`src/rtl/point_plotter_if.sv`:
```
// point_plotter_if: groups the projected-point input stream, the frame
// control/status lines and the frame buffer write bus of point_plotter.
interface point_plotter_if #(
  parameter int COLOR_W = 8
);
  logic [8:0]         x_in;
  logic [7:0]         y_in;
  logic               valid_in;
  logic               frame_start_in;
  logic               ready_out;
  logic               wr_en_out;
  logic [16:0]        wr_addr_out;
  logic [COLOR_W-1:0] wr_data_out;
  logic               busy_out;
  logic [16:0]        plotted_cnt_out;
  logic [16:0]        dropped_cnt_out;

  // Upstream side: the projection stage feeding points and frame pulses.
  modport master (
    output x_in, y_in, valid_in, frame_start_in,
    input  ready_out, wr_en_out, wr_addr_out, wr_data_out, busy_out,
           plotted_cnt_out, dropped_cnt_out
  );

  // Plotter side.
  modport slave (
    input  x_in, y_in, valid_in, frame_start_in,
    output ready_out, wr_en_out, wr_addr_out, wr_data_out, busy_out,
           plotted_cnt_out, dropped_cnt_out
  );
endinterface

```
`src/rtl/point_plotter.sv`:
```
// point_plotter: clears a frame buffer to the background colour on every
// frame start, then turns each projected screen point into a single pixel
// write. Off-screen points and points arriving outside DRAW are counted.
module point_plotter #(
  parameter int                 H_RES       = 320,
  parameter int                 V_RES       = 240,
  parameter int                 COLOR_W     = 8,
  parameter logic [COLOR_W-1:0] POINT_COLOR = 8'hFF,
  parameter logic [COLOR_W-1:0] BG_COLOR    = 8'h00
) (
  input  logic             clk_in,
  input  logic             rst_n_in,
  point_plotter_if.slave   plot_if
);

  typedef enum logic [1:0] {IDLE, CLEAR, DRAW} state_t;

  localparam int          PIXELS    = H_RES * V_RES;
  localparam logic [16:0] LAST_ADDR = 17'(PIXELS - 1);
  localparam logic [16:0] CNT_MAX   = '1;
  localparam logic [9:0]  X_LIMIT   = 10'(H_RES);
  localparam logic [8:0]  Y_LIMIT   = 9'(V_RES);

  state_t             r_state;
  logic [16:0]        r_clearCnt;
  logic               r_s1Valid;
  logic               r_s1InRange;
  logic [8:0]         r_s1X;
  logic [7:0]         r_s1Y;
  logic               r_wrEn;
  logic [16:0]        r_wrAddr;
  logic [COLOR_W-1:0] r_wrData;
  logic [16:0]        r_plotted;
  logic [16:0]        r_dropped;

  logic        w_inRange;
  logic        w_stateDrop;
  logic        w_rangeDrop;
  logic        w_plotWrite;
  logic [16:0] w_pointAddr;
  logic [1:0]  w_dropInc;
  logic [17:0] w_dropSum;
  logic [17:0] w_plotSum;
  logic [16:0] w_droppedNext;
  logic [16:0] w_plottedNext;

  // Range test on the incoming point; negative upstream values arrive as
  // large unsigned numbers and so fall out of range naturally.
  assign w_inRange = ({1'b0, plot_if.x_in} < X_LIMIT) && ({1'b0, plot_if.y_in} < Y_LIMIT);

  // A point is rejected by state when it arrives outside DRAW; a point on a
  // frame_start cycle is simply ignored, not counted.
  assign w_stateDrop = plot_if.valid_in && !plot_if.frame_start_in && (r_state != DRAW);
  assign w_rangeDrop = r_s1Valid && !r_s1InRange;
  assign w_plotWrite = r_s1Valid && r_s1InRange;

  // y*H_RES + x; for H_RES=320 this is (y<<8)+(y<<6)+x and cannot
  // overflow 17 bits for in-range points.
  assign w_pointAddr = 17'(r_s1Y) * 17'(H_RES) + 17'(r_s1X);

  // Saturating counter updates; a state drop and a range drop can in
  // principle land on the same edge, so the drop increment is two bits.
  assign w_dropInc     = {1'b0, w_stateDrop} + {1'b0, w_rangeDrop};
  assign w_dropSum     = {1'b0, r_dropped} + 18'(w_dropInc);
  assign w_plotSum     = {1'b0, r_plotted} + 18'(w_plotWrite);
  assign w_droppedNext = w_dropSum[17] ? CNT_MAX : w_dropSum[16:0];
  assign w_plottedNext = w_plotSum[17] ? CNT_MAX : w_plotSum[16:0];

  // Status lines decode straight from the state register.
  assign plot_if.ready_out = (r_state == DRAW);
  assign plot_if.busy_out  = (r_state == CLEAR);

  assign plot_if.wr_en_out       = r_wrEn;
  assign plot_if.wr_addr_out     = r_wrAddr;
  assign plot_if.wr_data_out     = r_wrData;
  assign plot_if.plotted_cnt_out = r_plotted;
  assign plot_if.dropped_cnt_out = r_dropped;

  // Frame FSM, clear sequencer, two-stage plot pipeline and counters.
  always_ff @(posedge clk_in or negedge rst_n_in) begin
    if (!rst_n_in) begin
      r_state     <= IDLE;
      r_clearCnt  <= '0;
      r_s1Valid   <= 1'b0;
      r_s1InRange <= 1'b0;
      r_s1X       <= '0;
      r_s1Y       <= '0;
      r_wrEn      <= 1'b0;
      r_wrAddr    <= '0;
      r_wrData    <= '0;
      r_plotted   <= '0;
      r_dropped   <= '0;
    end else if (plot_if.frame_start_in) begin
      r_state    <= CLEAR;
      r_clearCnt <= '0;
      r_s1Valid  <= 1'b0;
      r_wrEn     <= 1'b1;
      r_wrAddr   <= '0;
      r_wrData   <= BG_COLOR;
      r_plotted  <= '0;
      r_dropped  <= '0;
    end else begin
      case (r_state)
        IDLE: begin
          r_s1Valid <= 1'b0;
          r_wrEn    <= 1'b0;
          r_dropped <= w_droppedNext;
        end
        CLEAR: begin
          r_s1Valid <= 1'b0;
          r_dropped <= w_droppedNext;
          if (r_clearCnt == LAST_ADDR) begin
            r_state <= DRAW;
            r_wrEn  <= 1'b0;
          end else begin
            r_clearCnt <= r_clearCnt + 17'd1;
            r_wrEn     <= 1'b1;
            r_wrAddr   <= r_clearCnt + 17'd1;
            r_wrData   <= BG_COLOR;
          end
        end
        DRAW: begin
          r_s1Valid <= plot_if.valid_in;
          if (plot_if.valid_in) begin
            r_s1X       <= plot_if.x_in;
            r_s1Y       <= plot_if.y_in;
            r_s1InRange <= w_inRange;
          end
          r_wrEn <= w_plotWrite;
          if (w_plotWrite) begin
            r_wrAddr <= w_pointAddr;
            r_wrData <= POINT_COLOR;
          end
          r_plotted <= w_plottedNext;
          r_dropped <= w_droppedNext;
        end
        default: begin
          r_state <= IDLE;
          r_wrEn  <= 1'b0;
        end
      endcase
    end
  end

endmodule

```
`src/flat_wrapper.sv`:
```
// flat-port wrapper written by rule: the top's interface ports become plain ports
module point_plotter_flat 
#(
  parameter int                 H_RES       = 320,
  parameter int                 V_RES       = 240,
  parameter int                 COLOR_W     = 8,
  parameter logic [COLOR_W-1:0] POINT_COLOR = 8'hFF,
  parameter logic [COLOR_W-1:0] BG_COLOR    = 8'h00
)
  (clk_in, rst_n_in, plot_if_x_in, plot_if_y_in, plot_if_valid_in, plot_if_frame_start_in, plot_if_ready_out, plot_if_wr_en_out, plot_if_wr_addr_out, plot_if_wr_data_out, plot_if_busy_out, plot_if_plotted_cnt_out, plot_if_dropped_cnt_out);
  point_plotter_if #(.COLOR_W(COLOR_W)) plot_if_i ();
  input  logic clk_in;
  input  logic rst_n_in;
  input wire logic [$bits(plot_if_i.x_in)-1:0] plot_if_x_in;
  input wire logic [$bits(plot_if_i.y_in)-1:0] plot_if_y_in;
  input wire logic [$bits(plot_if_i.valid_in)-1:0] plot_if_valid_in;
  input wire logic [$bits(plot_if_i.frame_start_in)-1:0] plot_if_frame_start_in;
  output wire logic [$bits(plot_if_i.ready_out)-1:0] plot_if_ready_out;
  output wire logic [$bits(plot_if_i.wr_en_out)-1:0] plot_if_wr_en_out;
  output wire logic [$bits(plot_if_i.wr_addr_out)-1:0] plot_if_wr_addr_out;
  output wire logic [$bits(plot_if_i.wr_data_out)-1:0] plot_if_wr_data_out;
  output wire logic [$bits(plot_if_i.busy_out)-1:0] plot_if_busy_out;
  output wire logic [$bits(plot_if_i.plotted_cnt_out)-1:0] plot_if_plotted_cnt_out;
  output wire logic [$bits(plot_if_i.dropped_cnt_out)-1:0] plot_if_dropped_cnt_out;
  assign plot_if_i.x_in = plot_if_x_in;
  assign plot_if_i.y_in = plot_if_y_in;
  assign plot_if_i.valid_in = plot_if_valid_in;
  assign plot_if_i.frame_start_in = plot_if_frame_start_in;
  assign plot_if_ready_out = plot_if_i.ready_out;
  assign plot_if_wr_en_out = plot_if_i.wr_en_out;
  assign plot_if_wr_addr_out = plot_if_i.wr_addr_out;
  assign plot_if_wr_data_out = plot_if_i.wr_data_out;
  assign plot_if_busy_out = plot_if_i.busy_out;
  assign plot_if_plotted_cnt_out = plot_if_i.plotted_cnt_out;
  assign plot_if_dropped_cnt_out = plot_if_i.dropped_cnt_out;
  point_plotter #(.H_RES(H_RES), .V_RES(V_RES), .COLOR_W(COLOR_W), .POINT_COLOR(POINT_COLOR), .BG_COLOR(BG_COLOR)) u_core (.clk_in(clk_in), .rst_n_in(rst_n_in), .plot_if(plot_if_i));
endmodule
```
`config.mk`:
```
export PLATFORM = sky130hd
export DESIGN_NAME = point_plotter_flat
export DESIGN_NICKNAME = d
export VERILOG_FILES = /design/src/rtl/point_plotter_if.sv /design/src/rtl/point_plotter.sv /design/src/flat_wrapper.sv
export SDC_FILE = /design/constraint.sdc
export NUM_CORES = 1
export LEC_CHECK = 0
export BUFFER_PORTS_ARGS = -buffer_cell sky130_fd_sc_hd__buf_2
export CORE_ASPECT_RATIO = 0.9
export CORE_MARGIN = 2
export CORE_UTILIZATION = 25
export CTS_CLUSTER_SIZE = 30
export DETAILED_ROUTE_END_ITERATION = 16
export PLACE_DENSITY_LB_ADDON = 0.15
export SYNTH_ARGS = -nofsm -noshare
export SYNTH_HDL_FRONTEND = slang
export SYNTH_SLANG_ARGS = --single-unit
```
`constraint.sdc`:
```
create_clock -name clk_in -period 3.9 [get_ports clk_in]
set_input_delay 0 -clock clk_in [delete_from_list [all_inputs] [get_ports clk_in]]
set_output_delay 0 -clock clk_in [all_outputs]
set_load 0.05 [all_outputs]
```
==> results.sh, run 1 <==
export IMPL_outcome="finished, final reports clean"
export IMPL_port_buffers=82
export IMPL_cp_arrival_ns=3.20
export IMPL_cts_root_buf="clkbuf_16"
export IMPL_layout_nets=702
export IMPL_yosysWarningCount=0
export IMPL_fp_dieW_um=159
export IMPL_cts_buffer_depth=2
export IMPL_grt_pass1_vias=4531
export IMPL_cts_hold_buf=19
export IMPL_wl_per_cell_um=15.4
export IMPL_critical_path_peak_fanout=4
export IMPL_cts_clk_slew_worst_paths_ns=0.07
export IMPL_cts_sinks=91
export IMPL_vias=4511
export IMPL_hold_class="in -> reg"
export IMPL_design_area_sq_mm=0.00656
export IMPL_ir_worst_vdd_uv=133
export IMPL_powerDensity_mw_per_mm2=310
export IMPL_slew_headroom_pct=37.8
export IMPL_skew_ns=0.00779
export IMPL_post_cts_resize_count=0
export IMPL_hold_viol=0
export IMPL_worstPathRequired_ns=4.14
export IMPL_fillCellCount=2291
export IMPL_grt_ovfl_total=0
export IMPL_power_leakage_nw=3.03
export IMPL_die_h_um=144
export IMPL_num_antenna_cells=0
export IMPL_rows=51
export IMPL_ys_async_sr_fraction_pct=100
export IMPL_drtAntennaViolNets=0
export IMPL_syn_area_sq_mm=0.00542
export IMPL_path_class="reg -> reg"
export IMPL_fmax_mhz=338
export IMPL_routed_wl_mm=14.6
export IMPL_synthDistinctLibCells=60
export IMPL_synth_seq_cells=91
export IMPL_drv_slew=0
export IMPL_synth_area_per_cell_sq_um=9.53
export IMPL_design_core_area_sq_mm=0.0214
export IMPL_clock_latency_ns=0.34
export IMPL_drc=0
export IMPL_end_kind="register"
export IMPL_dp_cells=916
export IMPL_cts_tree="yes"
export IMPL_die_area_sq_mm=0.0229
export IMPL_firstDrtPassIters=4
export IMPL_grt_max_degree=69
export IMPL_place_area_sq_mm=0.00608
export IMPL_cts_buffers=9
export IMPL_final_min_clock_period_ns=2.95
export IMPL_drv_cap=0
export IMPL_drive_gt1_share_pct=22.0
export IMPL_ios=83
export IMPL_grt_pass1_wl_mm=23.9
export IMPL_area_growth_syn_to_layout_pct=21.0
export IMPL_ys_flop_type="dfrtp_1"
export IMPL_drt_iter0_markers=177
export IMPL_dp_hpwl_mm=9.91
export IMPL_fin_cells=951
export IMPL_rsz0062_at_grt="false"
export IMPL_gp_congestion=0.746
export IMPL_initial_utilization_pct=25.3
export IMPL_syn_num_nets=616
export IMPL_whs_ns=0.144
export IMPL_via_per_inst=4.74
export IMPL_postCtsSetupBuffers=0
export IMPL_ctsHtreeMaxLevel=3
export IMPL_synth_edf_count=0
export IMPL_grtUsageTotal_pct=13.1
export IMPL_antenna_found_initial=0
export IMPL_seq_area_sq_mm=0.00228
export IMPL_ys_seq_area_share_pct=42.0
export IMPL_crit_path_start_kind="register"
export IMPL_setup_tns_ns=0
export IMPL_multiInputGateArea_sq_mm=0.00293
export IMPL_finalCritPeriodShare_pct=75.7
export IMPL_setup_viol=0
export IMPL_synthCells=569
export IMPL_tightest_slew_ns=0.933
==> worst paths after layout <==
| kind | startpoint | to | slack, ns | cells after the start |
|---|---|---|---|---|
| setup / recovery | u_core.r_s1Y[1] | u_core.plot_if.wr_addr_out[14] | 0.95 | 9 |
| hold / removal | plot_if_frame_start_in | u_core.r_state[0] | 0.14 | 3 |
| setup reg to reg | u_core.r_s1Y[1] | u_core.plot_if.wr_addr_out[14] | 0.95 | 9 |
| hold reg to reg | u_core.r_s1X[4] | u_core.r_s1X[4] | 0.51 | 1 |
| max in group asynchronous | rst_n_in | u_core.plot_if.wr_en_out | 2.64 | 3 |
| min in group asynchronous | rst_n_in | u_core.r_s1X[5] | 0.35 | 2 |
==> power by group <==
group	switching (mW)	internal, mW	total [mW]
Combinational	0.130	0.0606	0.191
Clock	0.386	0.486	0.872
Sequential	0.0140	0.959	0.973
Total	0.531	1.51	2.04
==> layout make-up <==
type	instances	area share [%]
multi-input combinational	432	44.6
sequential	91	34.7
clock inverter	3	0.324
clock buffer	13	4.12
inverter	13	0.743
timing repair buffer	108	9.99
tap	291	5.55
==> kinds of logic (layout without fill, tap and decap cells) <==
family | after synthesis | after routing | synth area share [%]
DFF | 91 | 91 | 42.0
muxes | 22 | 22 | 4.45
adders and majority gates | 26 | 26 | 6.41
and+or+nand+nor | 224 | 224 | 21.1
buffers and inverters | 46 | 137 | 4.06
xor gates and xnor gates | 40 | 40 | 6.60
AOI/OAI and AO/OA | 120 | 120 | 15.4
==> state kept, by name, indices dropped and copies added (netlist names) <==
register                        cells
u_core.plot_if.dropped_cnt_out     17
u_core.plot_if.plotted_cnt_out     17
u_core.plot_if.wr_addr_out         17
u_core.r_clearCnt                  17
u_core.r_s1X                        9
u_core.r_s1Y                        8
u_core.r_state                      2
u_core.plot_if.wr_data_out          1
u_core.plot_if.wr_en_out            1
u_core.r_s1InRange                  1
u_core.r_s1Valid                    1
==> per-layer routing <==
metal	share of wire, %	global-route usage, %
met5	0	0
met4	1.3	4.16
met3	3.1	2.31
met2	47	22.3
met1	48	17.1
==> synth_stat cells, types with 7 or more instances <==
library cell	number	area, sq um
nand2_1	60	225
dfrtp_1	91	2280
buf_4	9	67.6
xor2_1	22	193
o21ai_0	18	90.1
and3_1	9	56.3
nand4_1	13	81.3
inv_1	11	41.3
nor2_1	68	255
mux2_2	17	191
a31oi_1	8	50.1
a311oi_1	7	61.3
buf_2	11	55.1
xnor2_1	17	149
a21oi_1	37	185
a211oi_1	14	105
nand3_1	25	125
ha_1	23	288
clkbuf_1	11	41.3
nor3_1	17	85.1
==> metrics by stage <==
stage | setup WS, ns | power, mW | utilization, %
6_report | 0.946 | 2.04 | 30.6
4_1_cts | 0.914 | 2.08 | 30.6
2_1_floorplan | 0.510 | 1.10 | -
3_3_place_gp | 1.01 | 1.17 | 28.4
3_5_place_dp | 0.942 | 1.17 | 28.4
5_1_grt | 0.682 | 2.13 | 30.6
==> cell usage in the layout (no fill, tap or decap), drive strengths merged, types with 19 or more instances in the layout <==
| cell type | instances |
|---|---|
| dfrtp | 91 |
| buf | 89 |
| nor2 | 68 |
| nand2 | 61 |
| a21oi | 37 |
| nand3 | 29 |
| ha | 23 |
| xor2 | 23 |
| o21ai | 21 |
| dlygate4sd3 | 19 |
==> worst max-delay path, stage by stage (launching register included) <==
cell	delay, ns
dfrtp_1	0.43
ha_1	0.31
ha_1	0.25
fa_1	0.44
a211oi_1	0.49
o211ai_1	0.22
nor4_4	0.20
xor2_1	0.18
nor2_1	0.06
o41ai_2	0.27
Note: power is estimated with default switching activity, not from simulation.
==> run 2: changes to the inputs <==
- ABC_AREA: unset -> 1
- clock period: 3.9 -> 2.55 ns (I/O delays scaled with it)
==> run 2 against run 1 <==
Effect of this change:
- combinational power rose by 79%
- via count rose by 12%
- wire length rose by 12%
- critical path type unchanged
==> results.sh, run 2 <==
export IMPL_routed_wl_mm=16.3
export IMPL_hold_class="in -> reg"
export IMPL_port_buffers=82
export IMPL_postCtsSetupBuffers=0
export IMPL_antenna_found_initial=0
export IMPL_synth_most_common_cell="nand2_1"
export IMPL_power_mw=3.25
export IMPL_yosysTopAreaCell="dfrtp_1"
export IMPL_cts_buffers=9
export IMPL_final_min_clock_period_ns=2.40
export IMPL_drv_slew=0
export IMPL_r2r_start="u_core.r_state[1]"
export IMPL_critical_path_peak_fanout=3
export IMPL_place_area_sq_mm=0.00648
export IMPL_drtAntennaViolNets=0
export IMPL_grt_max_degree=45
export IMPL_die_area_sq_mm=0.0237
export IMPL_vias=5036
export IMPL_dp_cells=1130
export IMPL_drc=0
export IMPL_power_leakage_nw=3.64
export IMPL_setup_tns_ns=0
export IMPL_design_area_sq_mm=0.00699
export IMPL_syn_area_sq_mm=0.00562
export IMPL_synthDistinctLibCells=38
export IMPL_design_core_area_sq_mm=0.0223
export IMPL_ys_top_cells_by_area="dfrtp_1 (41%), nand2_1 (17%), nand3_1 (5.7%)"
export IMPL_crit_end="u_core.plot_if.dropped_cnt_out[16]"
export IMPL_finalCritPeriodShare_pct=94.0
export IMPL_setup_viol=0
export IMPL_whs_ns=0.109
export IMPL_critPathLaunch="u_core.r_state[1]"
export IMPL_hold_viol=0
export IMPL_via_per_inst=4.33
export IMPL_fp_dieW_um=162
export IMPL_drv_cap=0
export IMPL_powerDensity_mw_per_mm2=465
export IMPL_r2r_slack_ns=0.15
export IMPL_end_kind="register"
export IMPL_gp_congestion=0.817
export IMPL_cts_sinks=91
export IMPL_fillCellCount=2482
export IMPL_clock_latency_ns=0.35
export IMPL_initial_utilization_pct=25.2
export IMPL_rr_endpoint="u_core.plot_if.dropped_cnt_out[16]"
export IMPL_cts_tree="yes"
export IMPL_syn_num_nets=802
export IMPL_worstPathRequired_ns=2.77
export IMPL_cp_arrival_ns=2.62
export IMPL_rsz0062_at_grt="true"
export IMPL_synthCells=755
export IMPL_ys_async_sr_fraction_pct=100
export IMPL_path_class="reg -> reg"
export IMPL_drive_gt1_share_pct=19.3
export IMPL_cts_clk_slew_worst_paths_ns=0.07
export IMPL_yosysTopAreaCellShare_pct=40.5
export IMPL_grt_ovfl_total=0
export IMPL_skew_ns=0.0118
export IMPL_yosysWarningCount=0
export IMPL_drt_iter0_markers=319
export IMPL_mostFrequentLayoutCells="nand2_1 (253), dfrtp_1 (91), buf_2 (81), inv_1 (74), nand3_1 (62)"
export IMPL_synthTopCellsByCount="nand2_1 (255), dfrtp_1 (91), inv_1 (76)"
export IMPL_cts_buffer_depth=2
export IMPL_ctsHtreeMaxLevel=3
export IMPL_crit_path_start_kind="register"
export IMPL_synth_seq_cells=91
export IMPL_wl_per_cell_um=14.0
export IMPL_dp_hpwl_mm=12.2
export IMPL_num_antenna_cells=0
export IMPL_ios=83
export IMPL_die_h_um=146
export IMPL_ir_worst_vdd_uv=350
export IMPL_layout_commonest_cell="nand2_1"
export IMPL_synth_edf_count=0
export IMPL_layout_nets=909
export IMPL_fin_cells=1164
export IMPL_rows=52
export IMPL_grtUsageTotal_pct=14.3
export IMPL_grt_pass1_wl_mm=26.8
export IMPL_synth_area_per_cell_sq_um=7.44
export IMPL_area_growth_syn_to_layout_pct=24.4
export IMPL_reg2regPathDepth=15
export IMPL_tightest_slew_ns=0.629
export IMPL_ys_flop_type="dfrtp_1"
export IMPL_grt_pass1_vias=4993
export IMPL_whs_path_depth=4
export IMPL_slew_headroom_pct=57.9
export IMPL_fmax_mhz=417
export IMPL_firstDrtPassIters=5
export IMPL_outcome="finished, final reports clean"
export IMPL_ys_seq_area_share_pct=40.5
export IMPL_cts_root_buf="clkbuf_16"
-- run 2: cell types whose count changed after synthesis, sizes merged, moves of 9 or more --
cell / previous run / this run
nand3: 29 / 66
nor2: 68 / 53
a211oi: 17 / 0
nand2: 61 / 262
inv: 11 / 84
xnor2: 17 / 3
mux2: 17 / 0
o21ai: 21 / 72
and3: 9 / 0
a21oi: 37 / 11
o22ai: 0 / 9
-- run 2: metal layers --
metal / routed length [um] / share of wire (%) / GRT usage (%)
met4: 189 / 1.2 / 3.98
met1: 8410 / 52 / 20.9
met5: 0 / 0 / 0
met3: 574 / 3.5 / 2.33
met2: 7110 / 44 / 21.8
-- run 2: worst min path at each step --
stage	start	end	slack [ns]
finish	plot_if_frame_start_in	u_core.r_state[0]	0.11
global route	plot_if_frame_start_in	u_core.r_state[0]	0.14
CTS	plot_if_frame_start_in	u_core.r_state[0]	0.1
detailed placement	rst_n_in	u_core.plot_if.plotted_cnt_out[6]	-0.04
global placement	rst_n_in	u_core.plot_if.plotted_cnt_out[6]	-0.03
floorplan	rst_n_in	u_core.plot_if.dropped_cnt_out[0]	-0.30
-- run 2: critical path, cell delays in order, from the launching register on --
cell and delay, ns:
dfrtp_1 0.41, ha_4 0.18, nor2_4 0.11, nand2_2 0.06, fa_2 0.38, inv_2 0.09
ha_4 0.15, nand3_4 0.09, nor2_4 0.17, nand3_2 0.13, nor2_4 0.15, nand2_2 0.07
o21ai_1 0.12, nand3_1 0.07, nand2_1 0.06, o21ai_0 0.07
-- run 2: area by class of cell --
| type | instances | area, sq um | share of cell area, % |
|---|---|---|---|
| multi-input combinational | 556 | 2960 | 42.4 |
| sequential | 91 | 2280 | 32.6 |
| timing repair buffer | 120 | 756 | 10.8 |
| tap | 297 | 372 | 5.32 |
| inverter | 84 | 318 | 4.55 |
| clock buffer | 12 | 256 | 3.67 |
| clock inverter | 4 | 48.8 | 0.698 |
-- run 2: stage by stage --
stage                     setup slack, ns  utilization (%)
after floorplan                    -0.233                -
after global routing             -0.00533             31.4
final                               0.152             31.4
after detailed placement            0.100             29.1
after CTS                          0.0868             31.3
after global placement              0.102             29.1
-- run 2: kinds of logic after synthesis --
logic type | Yosys count | synth area share, %
AO/OA/AOI/OAI | 96 | 8.95
XOR/XNOR | 25 | 3.90
AND/OR/NAND/NOR | 409 | 32.1
buffers and inverters | 108 | 8.28
flip-flops | 91 | 40.5
adder cells (fa/ha/maj) | 26 | 6.19
-- run 2: repair_timing --
| action | 4_1_cts | 5_1_grt |
|---|---|---|
| endpoints found under the setup margin | 0 | 7 |
| endpoints found under the hold margin | 84 | 0 |
| gates resized for setup | 0 | 5 |
| hold buffers | 18 | 0 |
-- run 2: where the power goes --
| part | internal, mW | total (mW) | switching [mW] |
|---|---|---|---|
| sequential | 1.47 | 1.50 | 0.0233 |
| clock | 0.814 | 1.41 | 0.599 |
| combinational | 0.109 | 0.341 | 0.231 |
| total | 2.40 | 3.25 | 0.853 |
